File: config.mk
export PLATFORM = sky130hd
export DESIGN_NAME = cheshire_chip_sys_ctrl
export DESIGN_NICKNAME = d
export VERILOG_FILES = /design/src/rtl/cheshire_chip_pkg.sv /design/src/rtl/cheshire_chip_rtc_div.sv /design/src/rtl/cheshire_chip_sys_ctrl.sv
export SDC_FILE = /design/constraint.sdc
export NUM_CORES = 1
export LEC_CHECK = 0
export ABC_AREA = 0
export CELL_PAD_IN_SITES_DETAIL_PLACEMENT = 0
export CELL_PAD_IN_SITES_GLOBAL_PLACEMENT = 2
export CORE_MARGIN = 5
export CORE_UTILIZATION = 38
export CTS_BUF_LIST = sky130_fd_sc_hd__clkbuf_4
export DETAILED_ROUTE_END_ITERATION = 7
export PLACE_DENSITY = 0.85
export SYNTH_ARGS = -nofsm -noshare
export SYNTH_HDL_FRONTEND = slang
export SYNTH_SLANG_ARGS = --single-unit
File: constraint.sdc
create_clock -name clk_i -period 2.4 [get_ports clk_i]
set_input_delay 0.36 -clock clk_i [delete_from_list [all_inputs] [get_ports clk_i]]
set_output_delay 0.36 -clock clk_i [all_outputs]
set_load 0.01 [all_outputs]
File: src/rtl/cheshire_chip_pkg.sv
// Shared types and default constants for the Cheshire chip-level system controller.
package cheshire_chip_pkg;

  typedef enum logic [1:0] {
    FILL,
    STABLE,
    HOLD,
    RUN
  } sys_ctrl_state_e;

  typedef struct packed {
    logic       test_mode;
    logic [1:0] boot_mode;
  } chip_strap_t;

  localparam int unsigned DefStrapStableCycles = 16;
  localparam int unsigned DefRstHoldCycles     = 64;
  localparam int unsigned DefRtcHalfPeriod     = 1526;
  localparam int unsigned DefNumSyncStages     = 2;

endpackage

File: src/rtl/cheshire_chip_rtc_div.sv
// Free-running divider producing the RTC square wave from the system clock.
module cheshire_chip_rtc_div #(
  parameter int unsigned HalfPeriod = 1526
) (
  input  logic clk_i,
  input  logic rst_i,
  output logic rtc_o
);

  localparam int unsigned CntW = $clog2(HalfPeriod + 1);
  localparam logic [CntW-1:0] CntLast = CntW'(HalfPeriod - 1);

  logic [CntW-1:0] cnt_q;

  // Count 0..HalfPeriod-1 and toggle the output on every wrap.
  always_ff @(posedge clk_i) begin
    if (rst_i) begin
      cnt_q <= '0;
      rtc_o <= 1'b0;
    end else if (cnt_q == CntLast) begin
      cnt_q <= '0;
      rtc_o <= ~rtc_o;
    end else begin
      cnt_q <= cnt_q + 1'b1;
    end
  end

endmodule

File: src/rtl/cheshire_chip_sys_ctrl.sv
// Chip-level system controller: strap sampling, SoC reset sequencing and RTC generation.
module cheshire_chip_sys_ctrl
  import cheshire_chip_pkg::*;
#(
  parameter int unsigned StrapStableCycles = DefStrapStableCycles,
  parameter int unsigned RstHoldCycles     = DefRstHoldCycles,
  parameter int unsigned RtcHalfPeriod     = DefRtcHalfPeriod,
  parameter int unsigned NumSyncStages     = DefNumSyncStages
) (
  input  logic       clk_i,
  input  logic       rst_i,
  input  logic [1:0] boot_mode_pad_i,
  input  logic       test_mode_pad_i,
  input  logic       sw_rst_req_i,
  output logic       soc_rst_no,
  output logic [1:0] boot_mode_o,
  output logic       test_mode_o,
  output logic       rtc_o,
  output logic       ready_o
);

  localparam int unsigned FillW   = $clog2(NumSyncStages + 1);
  localparam int unsigned StableW = $clog2(StrapStableCycles + 1);
  localparam int unsigned HoldW   = $clog2(RstHoldCycles + 1);

  // FILL runs one edge past the chain depth so the first value loaded into
  // strap_prev is already the real pad value, not a flushed zero.
  localparam logic [FillW-1:0]   FillLast   = FillW'(NumSyncStages);
  localparam logic [StableW-1:0] StableLast = StableW'(StrapStableCycles - 1);
  localparam logic [HoldW-1:0]   HoldLast   = HoldW'(RstHoldCycles - 1);

  chip_strap_t     sync_q [NumSyncStages];
  chip_strap_t     strap_s;
  chip_strap_t     strap_prev_q, strap_prev_d;
  chip_strap_t     strap_q, strap_d;
  sys_ctrl_state_e state_q, state_d;
  logic [FillW-1:0]   fill_q, fill_d;
  logic [StableW-1:0] stable_q, stable_d;
  logic [HoldW-1:0]   hold_q, hold_d;
  logic               soc_rst_nq;
  logic               ready_q;

  // Multi-stage synchronizer for the asynchronous strap pads.
  always_ff @(posedge clk_i) begin
    if (rst_i) begin
      for (int unsigned i = 0; i < NumSyncStages; i++) sync_q[i] <= '0;
    end else begin
      sync_q[0] <= chip_strap_t'({test_mode_pad_i, boot_mode_pad_i});
      for (int unsigned i = 1; i < NumSyncStages; i++) sync_q[i] <= sync_q[i-1];
    end
  end

  assign strap_s = sync_q[NumSyncStages-1];

  // State, counters, latched straps and registered outputs.
  always_ff @(posedge clk_i) begin
    if (rst_i) begin
      state_q      <= FILL;
      fill_q       <= '0;
      stable_q     <= '0;
      hold_q       <= '0;
      strap_prev_q <= '0;
      strap_q      <= '0;
      soc_rst_nq   <= 1'b0;
      ready_q      <= 1'b0;
    end else begin
      state_q      <= state_d;
      fill_q       <= fill_d;
      stable_q     <= stable_d;
      hold_q       <= hold_d;
      strap_prev_q <= strap_prev_d;
      strap_q      <= strap_d;
      soc_rst_nq   <= (state_d == RUN);
      ready_q      <= (state_d == RUN);
    end
  end

  // Next-state logic: flush, wait for stable straps, hold reset, run.
  always_comb begin
    state_d      = state_q;
    fill_d       = fill_q;
    stable_d     = stable_q;
    hold_d       = hold_q;
    strap_prev_d = strap_prev_q;
    strap_d      = strap_q;
    unique case (state_q)
      FILL: begin
        if (fill_q == FillLast) begin
          state_d      = STABLE;
          strap_prev_d = strap_s;
          stable_d     = '0;
        end else begin
          fill_d = fill_q + 1'b1;
        end
      end
      STABLE: begin
        strap_prev_d = strap_s;
        if (strap_s == strap_prev_q) begin
          if (stable_q == StableLast) begin
            strap_d = strap_s;
            hold_d  = '0;
            state_d = HOLD;
          end else if (stable_q < StableLast) begin
            stable_d = stable_q + 1'b1;
          end
        end else begin
          stable_d = '0;
        end
      end
      HOLD: begin
        if (sw_rst_req_i) begin
          hold_d = '0;
        end else if (hold_q == HoldLast) begin
          state_d = RUN;
        end else begin
          hold_d = hold_q + 1'b1;
        end
      end
      RUN: begin
        if (sw_rst_req_i) begin
          hold_d  = '0;
          state_d = HOLD;
        end
      end
      default: state_d = FILL;
    endcase
  end

  cheshire_chip_rtc_div #(
    .HalfPeriod(RtcHalfPeriod)
  ) i_rtc_div (
    .clk_i(clk_i),
    .rst_i(rst_i),
    .rtc_o(rtc_o)
  );

  assign soc_rst_no  = soc_rst_nq;
  assign ready_o     = ready_q;
  assign boot_mode_o = strap_q.boot_mode;
  assign test_mode_o = strap_q.test_mode;

  a_min_stable: assert property (@(posedge clk_i) StrapStableCycles >= 1);
  a_min_hold:   assert property (@(posedge clk_i) RstHoldCycles >= 1);
  a_min_rtc:    assert property (@(posedge clk_i) RtcHalfPeriod >= 1);
  a_min_sync:   assert property (@(posedge clk_i) NumSyncStages >= 2);
  a_rst_run:    assert property (@(posedge clk_i) soc_rst_no |-> state_q == RUN);
  a_boot_hold:  assert property (@(posedge clk_i)
                  (ready_o && !rst_i) |=> boot_mode_o == $past(boot_mode_o));

endmodule
Word level (Yosys, flattened, before mapping) --
Memories as Yosys holds them, arrays and structs flattened. Cells that the tools add are included.
Storage, ports and cells: register bits 35, RAM bits 6, input bits 6, output and inout bits 6, logic and storage cells 71, memories 1
Operators by class: add/subtract/negate cells 4, $lt $le $gt $ge 1, equality and inequality tests 16, mux-type cells 25, bitwise operators 4, reduce and logical (&&, ||, !) cells 9
Memories:
- sync_q | depth 2, width 3, rd ports 2, clocked after memory_dff 0, wr ports 2, RTL line cheshire_chip_sys_ctrl.sv:32 | chip_strap_t sync_q [NumSyncStages];
Operators with widths (number):
- $mux W7 | 5
- $pmux W7 S3 | 1
- $mux W5 | 4
- $mux W2 | 6
- $add A11 B1 Y11 const B | 1
- $eq A11 B11 Y1 const B | 1
- $pmux W5 S2 | 1
- $mux W3 | 3
- $ne A3 B3 Y1 const B | 3
- $eq A2 B2 Y1 const B | 4
- $ne A2 B2 Y1 const B | 4
- $pmux W2 S4 | 1
- $add A7 B1 Y7 const B | 1
- $eq A7 B6 Y1 const B | 1
- $pmux W3 S2 | 1
- $add A5 B1 Y5 const B | 1
- $eq A5 B4 Y1 const B | 1
- $lt A5 B4 Y1 const B | 1
- $reduce_and A5 Y1 | 1
- $reduce_and A2 Y1 | 2
- $reduce_and A4 Y1 | 1
- $eq A3 B3 Y1 | 1
- $mux W1 | 3
- $reduce_and A3 Y1 | 1
- other kinds (8) | 10

Logic depth before layout (Yosys ltp) --
Gate-level depths: netlist of run 1.
word-level depth 5, gate-level depth with buffers 8, depth with buffers taken out 7

Modules after synthesis --
Synthesis of run 1 repeated with hierarchy kept, for this count alone.
Second synthesis, totals: cells, all modules 197, area, all modules 1940.6 sq um
Modules (own cells, without submodules):
- cheshire_chip_sys_ctrl | times used 1, cells an instance 136, area an instance 1363.8 sq um, sequential area each 580.6 sq um
- cheshire_chip_rtc_div | times used 1, cells an instance 61, area an instance 576.8 sq um, sequential area each 240.2 sq um

Least setup slack after synthesis of run 1 --
Ideal clock, no wire load.
path kind register -> register, start register stable_q[0], end register hold_q[2], setup time 0.088 ns, arrival time 1.798 ns, data required time 2.312 ns, path slack 0.513 ns, stages on the path, launching flop included 9, buffers on the path 1, clock period less this slack 1.887 ns, path through dfxtp_1 > ha_1 > and3_1 > ha_1 > and3b_1 > and4_4 > or2_1 > buf_4 > a311oi_2
Between the ends: word-level cells in the longest chain between the ends 3
Ends and longest elaborated chain:
- start: declaration | RTL line cheshire_chip_sys_ctrl.sv:38 | logic [StableW-1:0] stable_q, stable_d;
- start signal: assignment | RTL line cheshire_chip_sys_ctrl.sv:69 | stable_q <= stable_d;
- $eq A5 B4 Y1 | RTL line cheshire_chip_sys_ctrl.sv:99 | if (stable_q == StableLast) begin
- $ne A2 B2 Y1 (no source line)
- $reduce_and A5 Y1 (no source line)
- end signal: assignment | RTL line cheshire_chip_sys_ctrl.sv:70 | hold_q <= hold_d;
- end: declaration | RTL line cheshire_chip_sys_ctrl.sv:39 | logic [HoldW-1:0] hold_q, hold_d;
No other way between the ends. A chain may end at the register's enable or synchronous reset.

Final worst setup path of run 1 --
Ends and elaborated chain as after synthesis.

==> metrics.md, run 1 <==
| Metric | Value |
|---|---|
| Tcrit/Tclk final | 85.3% |
| H-tree depth | 2 |
| Peak supply drop | 0.372 mV |
| Synth Area per Inst | 9.23 um^2 |
| Gpl congestion | 0.786 |
| First-pass GRT wire length | 5950 um |
| Critical-path maximum fanout | 7 |
| Largest net degree at the start of global routing | 22 |
| Worst r2r src | stable_q[0] |
| DRC | 0 |
| Comb power frac | 15.8% |
| Power share of the sequential group | 58.3% |
| CTS tree | yes |
| FF+latch count, synth | 41 |
| Final instance area | 0.00200 mm^2 |
| Library cells used by synthesis | 43 |
| TNS Setup | 0 ns |
| # port buffers | 11 |
| Hpwl dp | 2460 um |
| Dominant synthesized flop cell | dfxtp_1 |
| Clock transition at the registers of the reported paths | 0.12 ns |
| CP Data Required Time | 2.67 ns |
| Boundary pin count | 12 |
| Min Hold Slack | 0.459 ns |
| Routed vias | 1359 |
| Row count | 25 |
| Ratio of cells with drive above 1 in the final layout | 10.6% |
| Syn-to-layout area delta | 11.6% |
| CP top delay family | simple AND/OR/NAND/NOR gates |
| Layout Utilization | 42.9% |
| R2R Setup Slk | 0.35 ns |
| Core Footprint | 0.00466 mm^2 |
| Area post-placement | 0.00194 mm^2 |
| Overall power | 1.31 mW |
| Longest Clk Path Bufs | 2 |
| Run status | finished, final reports clean |
| Die Area | 0.00618 mm^2 |
| Transition time of the tightest slew-check pin | 0.646 ns |
| Switching share of power | 29.9% |
| ANT cells | 0 |
| First-pass DRT Iterations | 4 |
| CP arrival | 2.32 ns |
| Post-layout min period | 2.05 ns |
| Num CTS Buffers | 5 |
| Total wire length | 3430 um |
| Worst Hold Path EP | sync_q[0][4] |
| Pint | 0.918 mW |
| Critical Path Source Type | flip-flop |
| Crit path cell chain | ha_1, and3_1, ha_1, and3b_1, and4_4, or2_1, a311oi_2 |
| RSZ-0062 raised after global routing | no |
| Initial antenna violation count | 0 |
| # Post-CTS Setup Buffers | 0 |
| Hold Fails Final Rpt | 0 |
| GRT Util Overall | 12.2% |
| Root Buffer Master | clkbuf_4 |
| Worst clock skew | 0.00671 ns |
| WHS Path Cells | 1 |
| Die height | 78.6 um |
| Vias in the first global route | 1316 |
| Terminus of the critical flop-to-flop path | hold_q[2] |
| Hold_sp | sync_q[0][1] |
| Synthesized area | 0.00179 mm^2 |
| WP buf/inv | 0 |
| Post-cts gate resize count | 0 |
| Asr flop ratio synth | 0% |
| Final-stage net count | 219 |
| Net switching power | 0.391 mW |
| Synth Warn # | 0 |
| CP Capture Type | flip-flop |
| Post-synthesis sequential area ratio | 45.8% |
| Starting Density | 38.4% |
| CP max stage cell | dfxtp_1 |
| Syn nets | 206 |
| Via density per instance | 5.19 |
| FF-to-FF path depth | 7 |
| Slew Limit Headroom | 56.7% |
| Power Dens Cells | 655 mW/mm^2 |
| Grt ovf | 0 |
| DIE WIDTH | 78.6 um |
| Fmax | 0.489 GHz |
| Worst Hold Class | reg -> reg |
| CP dominant cell by count | ha_1 |
| Clock sinks | 41 |
| Final Setup Violations | 0 |
| Max incr delay on CP | 0.36 ns |
| Final ANT Viol Nets | 0 |
| Mean routed wirelength per cell | 13.1 um |
| # hold bufs at CTS | 0 |
| Number of synthesized flops with an enable pin | 0 |
| Clock power frac | 25.9% |
| CP Class | reg -> reg |
| Mapped Cells | 194 |
| Pleak | 0.682 nW |
| Max-cap viol count | 0 |
| DR iter-0 viols | 73 |
| Clk Latency, worst-skew pair | 0.35 ns |
| Max-slew violations | 0 |
[cells in the mapped netlist (2+ instances only)]
master | n | share of area [%]
nand3_1 | 6 | 1.7
clkbuf_1 | 2 | 0.42
or2_2 | 2 | 0.70
a311oi_2 | 3 | 2.5
inv_1 | 7 | 1.5
mux2i_1 | 3 | 1.7
nand2b_1 | 3 | 1.0
o21ai_0 | 6 | 1.7
xor2_1 | 2 | 0.98
nand2_1 | 19 | 4.0
a211oi_1 | 2 | 0.84
nor2b_1 | 7 | 2.4
ha_1 | 6 | 4.2
nand4_1 | 2 | 0.70
dfxtp_1 | 41 | 46
buf_4 | 3 | 1.3
a21oi_1 | 12 | 3.4
nor4_1 | 3 | 1.0
xnor2_1 | 12 | 5.9
and3_1 | 5 | 1.7
buf_2 | 2 | 0.56
nor2_1 | 20 | 4.2
nor3_1 | 6 | 1.7
[cell usage in the layout, fill, tap and decap left out, types with 7 or more instances in the layout]
master,count
dfxtp_1,41
xnor2_1,12
clkdlybuf4s50_1,11
a21oi_1,12
inv_1,7
nor2_1,20
nor2b_1,7
nand2_1,19
[through the flow]
step | std cells | setup slack (ns)
after detailed placement | 254 | 0.319
final | 262 | 0.354
after floorplan | 194 | 0.513
after CTS | 262 | 0.343
after global routing | 262 | 0.240
after global placement | 254 | 0.409
[state kept, by name (all words and copies together) (netlist names)]
name / flops
i_rtc_div.cnt_q: 11
hold_q: 7
sync_q: 6
stable_q: 5
strap_prev_q: 3
boot_mode_o: 2
fill_q: 2
state_q: 2
i_rtc_div.rtc_o: 1
ready_o: 1
test_mode_o: 1
[kinds of logic after synthesis]
logic type                 Yosys count  synth area share (%)
and+or+nand+nor                     83                  25.0
DFF                                 41                  45.8
AOI/OAI and AO/OA                   31                  12.3
buffers and inverters               16                  4.12
xor gates and xnor gates            14                  6.85
adders and majority gates            6                  4.19
muxes                                3                  1.68
[per-layer routing]
layer | vias up | track usage [%] | wire length, um
li1 | 693 | - | -
met1 | 638 | 15.3 | 1690
met2 | 23 | 19.4 | 1570
met3 | 5 | 3.78 | 116
met4 | 0 | 4.72 | 59
met5 | - | 0 | 0
[power groups by stage]
stage	combinational [mW]	sequential [mW]	clock [mW]
4_1_cts	0.210	0.762	0.358
6_report	0.207	0.762	0.339
3_3_place_gp	0.200	0.774	0
5_1_grt	0.238	0.769	0.390
3_5_place_dp	0.208	0.778	0
2_1_floorplan	0.159	0.769	0
[worst reg2reg max path, cell delays in order (launching register included)]
cell      delay [ns]
dfxtp_1         0.36
ha_1            0.24
and3_1          0.21
ha_1            0.20
and3b_1         0.16
and4_4          0.19
or2_1           0.33
a311oi_2        0.28
[worst max-delay path by stage]
stage,startpoint,to,cells past startpoint
after detailed placement,sw_rst_req_i,hold_q[2],5
after floorplan,stable_q[0],hold_q[2],8
after global placement,sw_rst_req_i,hold_q[2],5
final,stable_q[0],hold_q[2],7
after CTS,stable_q[0],hold_q[2],7
after global routing,stable_q[0],hold_q[2],7
[cell type report]
class                      instances  area [um^2]
clock inverter                     3         17.5
timing repair buffer              13          125
inverter                           9         33.8
sequential                        41          821
tap                               54         67.6
fill                             441         2660
clock buffer                       5         37.5
multi-input combinational        137          896
Power figures use the tool's default switching activity.
==> inputs of run 2 (changes only) <==
--- a/config.mk
+++ b/config.mk
@@ -9,9 +9,10 @@
 export CELL_PAD_IN_SITES_DETAIL_PLACEMENT = 0
 export CELL_PAD_IN_SITES_GLOBAL_PLACEMENT = 2
 export CORE_MARGIN = 5
-export CORE_UTILIZATION = 38
+export CORE_UTILIZATION = 41
 export CTS_BUF_LIST = sky130_fd_sc_hd__clkbuf_4
 export DETAILED_ROUTE_END_ITERATION = 7
+export DONT_BUFFER_PORTS = 1
 export PLACE_DENSITY = 0.85
 export SYNTH_ARGS = -nofsm -noshare
 export SYNTH_HDL_FRONTEND = slang
==> run 2 against run 1 <==
Net effect:
- setup slack improved by 0.012 ns
- global-route usage fell by 0.58 points
- hold slack lost 0.40 ns
- combinational power decreased by 8%
- total power up 7.1%
- routed wire length fell by 6.7%
- non-clock buffer count is 12 lower
- clock skew increased by 0.0075 ns
- via count shrank 2.6%
- sequential share of layout area up 2.1 points
- critical endpoint is now hold_q[3]
- largest cell class unchanged
- largest power group unchanged
==> metrics.md, run 2 (synthesized netlist as in run 1, its figures left out) <==
| Metric | Value |
|---|---|
| # hold bufs at CTS | 0 |
| Worst clock skew | 0.0142 ns |
| Transition time of the tightest slew-check pin | 0.626 ns |
| Initial antenna violation count | 0 |
| GRT Util Overall | 11.6% |
| TNS Setup | 0 ns |
| Worst r2r src | stable_q[0] |
| H-tree depth | 2 |
| Max-slew violations | 0 |
| Tcrit/Tclk final | 84.7% |
| Die height | 76.1 um |
| Clk Latency, worst-skew pair | 0.35 ns |
| Max-cap viol count | 0 |
| CP Class | reg -> reg |
| Max reg flops | 11 |
| Commonest non-fill, non-tap cell in the layout | dfxtp_1 |
| Hpwl dp | 2350 um |
| CP Capture Type | flip-flop |
| Ratio of cells with drive above 1 in the final layout | 10.2% |
| Starting Density | 41.7% |
| Terminus of the critical flop-to-flop path | hold_q[3] |
| Worst Hold Path EP | hold_q[2] |
| Total wire length | 3210 um |
| Fmax | 0.492 GHz |
| FF-to-FF path depth | 7 |
| Routed vias | 1324 |
| DIE WIDTH | 76.1 um |
| Largest reg by FF count | i_rtc_div.cnt_q |
| CP Data Required Time | 2.67 ns |
| Hold_sp | rst_i |
| Final ANT Viol Nets | 0 |
| Boundary pin count | 12 |
| Clock sinks | 41 |
| Hold Fails Final Rpt | 0 |
| Die Area | 0.00579 mm^2 |
| Grt ovf | 0 |
| Num CTS Buffers | 5 |
| Via density per instance | 5.34 |
| Clock transition at the registers of the reported paths | 0.11 ns |
| Slew Limit Headroom | 58.1% |
| ANT cells | 0 |
| DRC | 0 |
| First-pass DRT Iterations | 4 |
| CP arrival | 2.30 ns |
| Syn-to-layout area delta | 6.22% |
| Critical Path Source Type | flip-flop |
| Largest regs | i_rtc_div.cnt_q: 11 flops, hold_q: 7 flops, sync_q: 6 flops |
| Row count | 24 |
| Root Buffer Master | clkbuf_4 |
| Post-layout min period | 2.03 ns |
| Largest net degree at the start of global routing | 25 |
| RSZ-0062 raised after global routing | no |
| First-pass GRT wire length | 5450 um |
| Overall power | 1.40 mW |
| WHS Path Cells | 1 |
| DR iter-0 viols | 60 |
| Run status | finished, final reports clean |
| Final-stage net count | 207 |
| Layout Utilization | 44.3% |
| Min Hold Slack | 0.0608 ns |
| Post-cts gate resize count | 0 |
| Final Setup Violations | 0 |
| Critical-path maximum fanout | 7 |
| R2R Setup Slk | 0.37 ns |
| Gpl congestion | 0.792 |
| Most frequent cells in the layout | dfxtp_1, nor2_1, nand2_1, xnor2_1, a21oi_1 |
| Worst Hold Class | in -> reg |
| Power Dens Cells | 737 mW/mm^2 |
| Peak supply drop | 0.412 mV |
| # port buffers | 0 |
| Longest Clk Path Bufs | 2 |
| Core Footprint | 0.00429 mm^2 |
| Mean routed wirelength per cell | 12.9 um |
| Vias in the first global route | 1237 |
| # Post-CTS Setup Buffers | 0 |
| Pleak | 0.650 nW |
| CTS tree | yes |
==> run 2: final cells by class <==
class / instances / area (um^2)
clock inverter: 2 / 33.8
tap: 52 / 65.1
inverter: 9 / 33.8
sequential: 41 / 821
fill: 448 / 2390
timing repair buffer: 1 / 7.51
clock buffer: 6 / 45.0
multi-input combinational: 137 / 896
==> run 2: through the flow <==
step	setup slack, ns	instances	area [um^2]
6_report	0.366	248	1900
5_1_grt	0.241	248	1900
4_1_cts	0.351	248	1900
3_5_place_dp	0.385	240	1820
3_3_place_gp	0.452	240	1820
2_1_floorplan	0.513	194	1790
==> run 2: where the power goes <==
| part | internal (mW) | total [mW] | leakage [nW] | switching (mW) |
|---|---|---|---|---|
| combinational | 0.0744 | 0.191 | 0.273 | 0.116 |
| sequential | 0.724 | 0.763 | 0.333 | 0.0398 |
| clock | 0.228 | 0.447 | 0.0433 | 0.219 |
| total | 1.03 | 1.40 | 0.650 | 0.375 |
==> run 2: critical path: stages (launching register included) <==
cell and delay [ns]:
dfxtp_1 0.36, ha_1 0.23, and3_1 0.21, ha_1 0.21, and3b_1 0.17, and4_4 0.19
or2_1 0.32, a311oi_2 0.27
==> run 2: worst max path at each step <==
stage                     start        end  slack, ns  cells after the start
floorplan           stable_q[0]  hold_q[2]       0.51                      8
global placement    stable_q[0]  hold_q[2]       0.45                      7
detailed placement  stable_q[0]  hold_q[3]       0.38                      7
CTS                 stable_q[0]  hold_q[3]       0.35                      7
global route        stable_q[0]  hold_q[3]       0.24                      7
finish              stable_q[0]  hold_q[3]       0.37                      7
==> run 2: metal layers <==
layer | GRT usage (%) | share of wire, %
met1 | 14.4 | 48
met3 | 4.14 | 5.0
met2 | 17.2 | 45
met5 | 0 | 0
met4 | 6.47 | 2.4
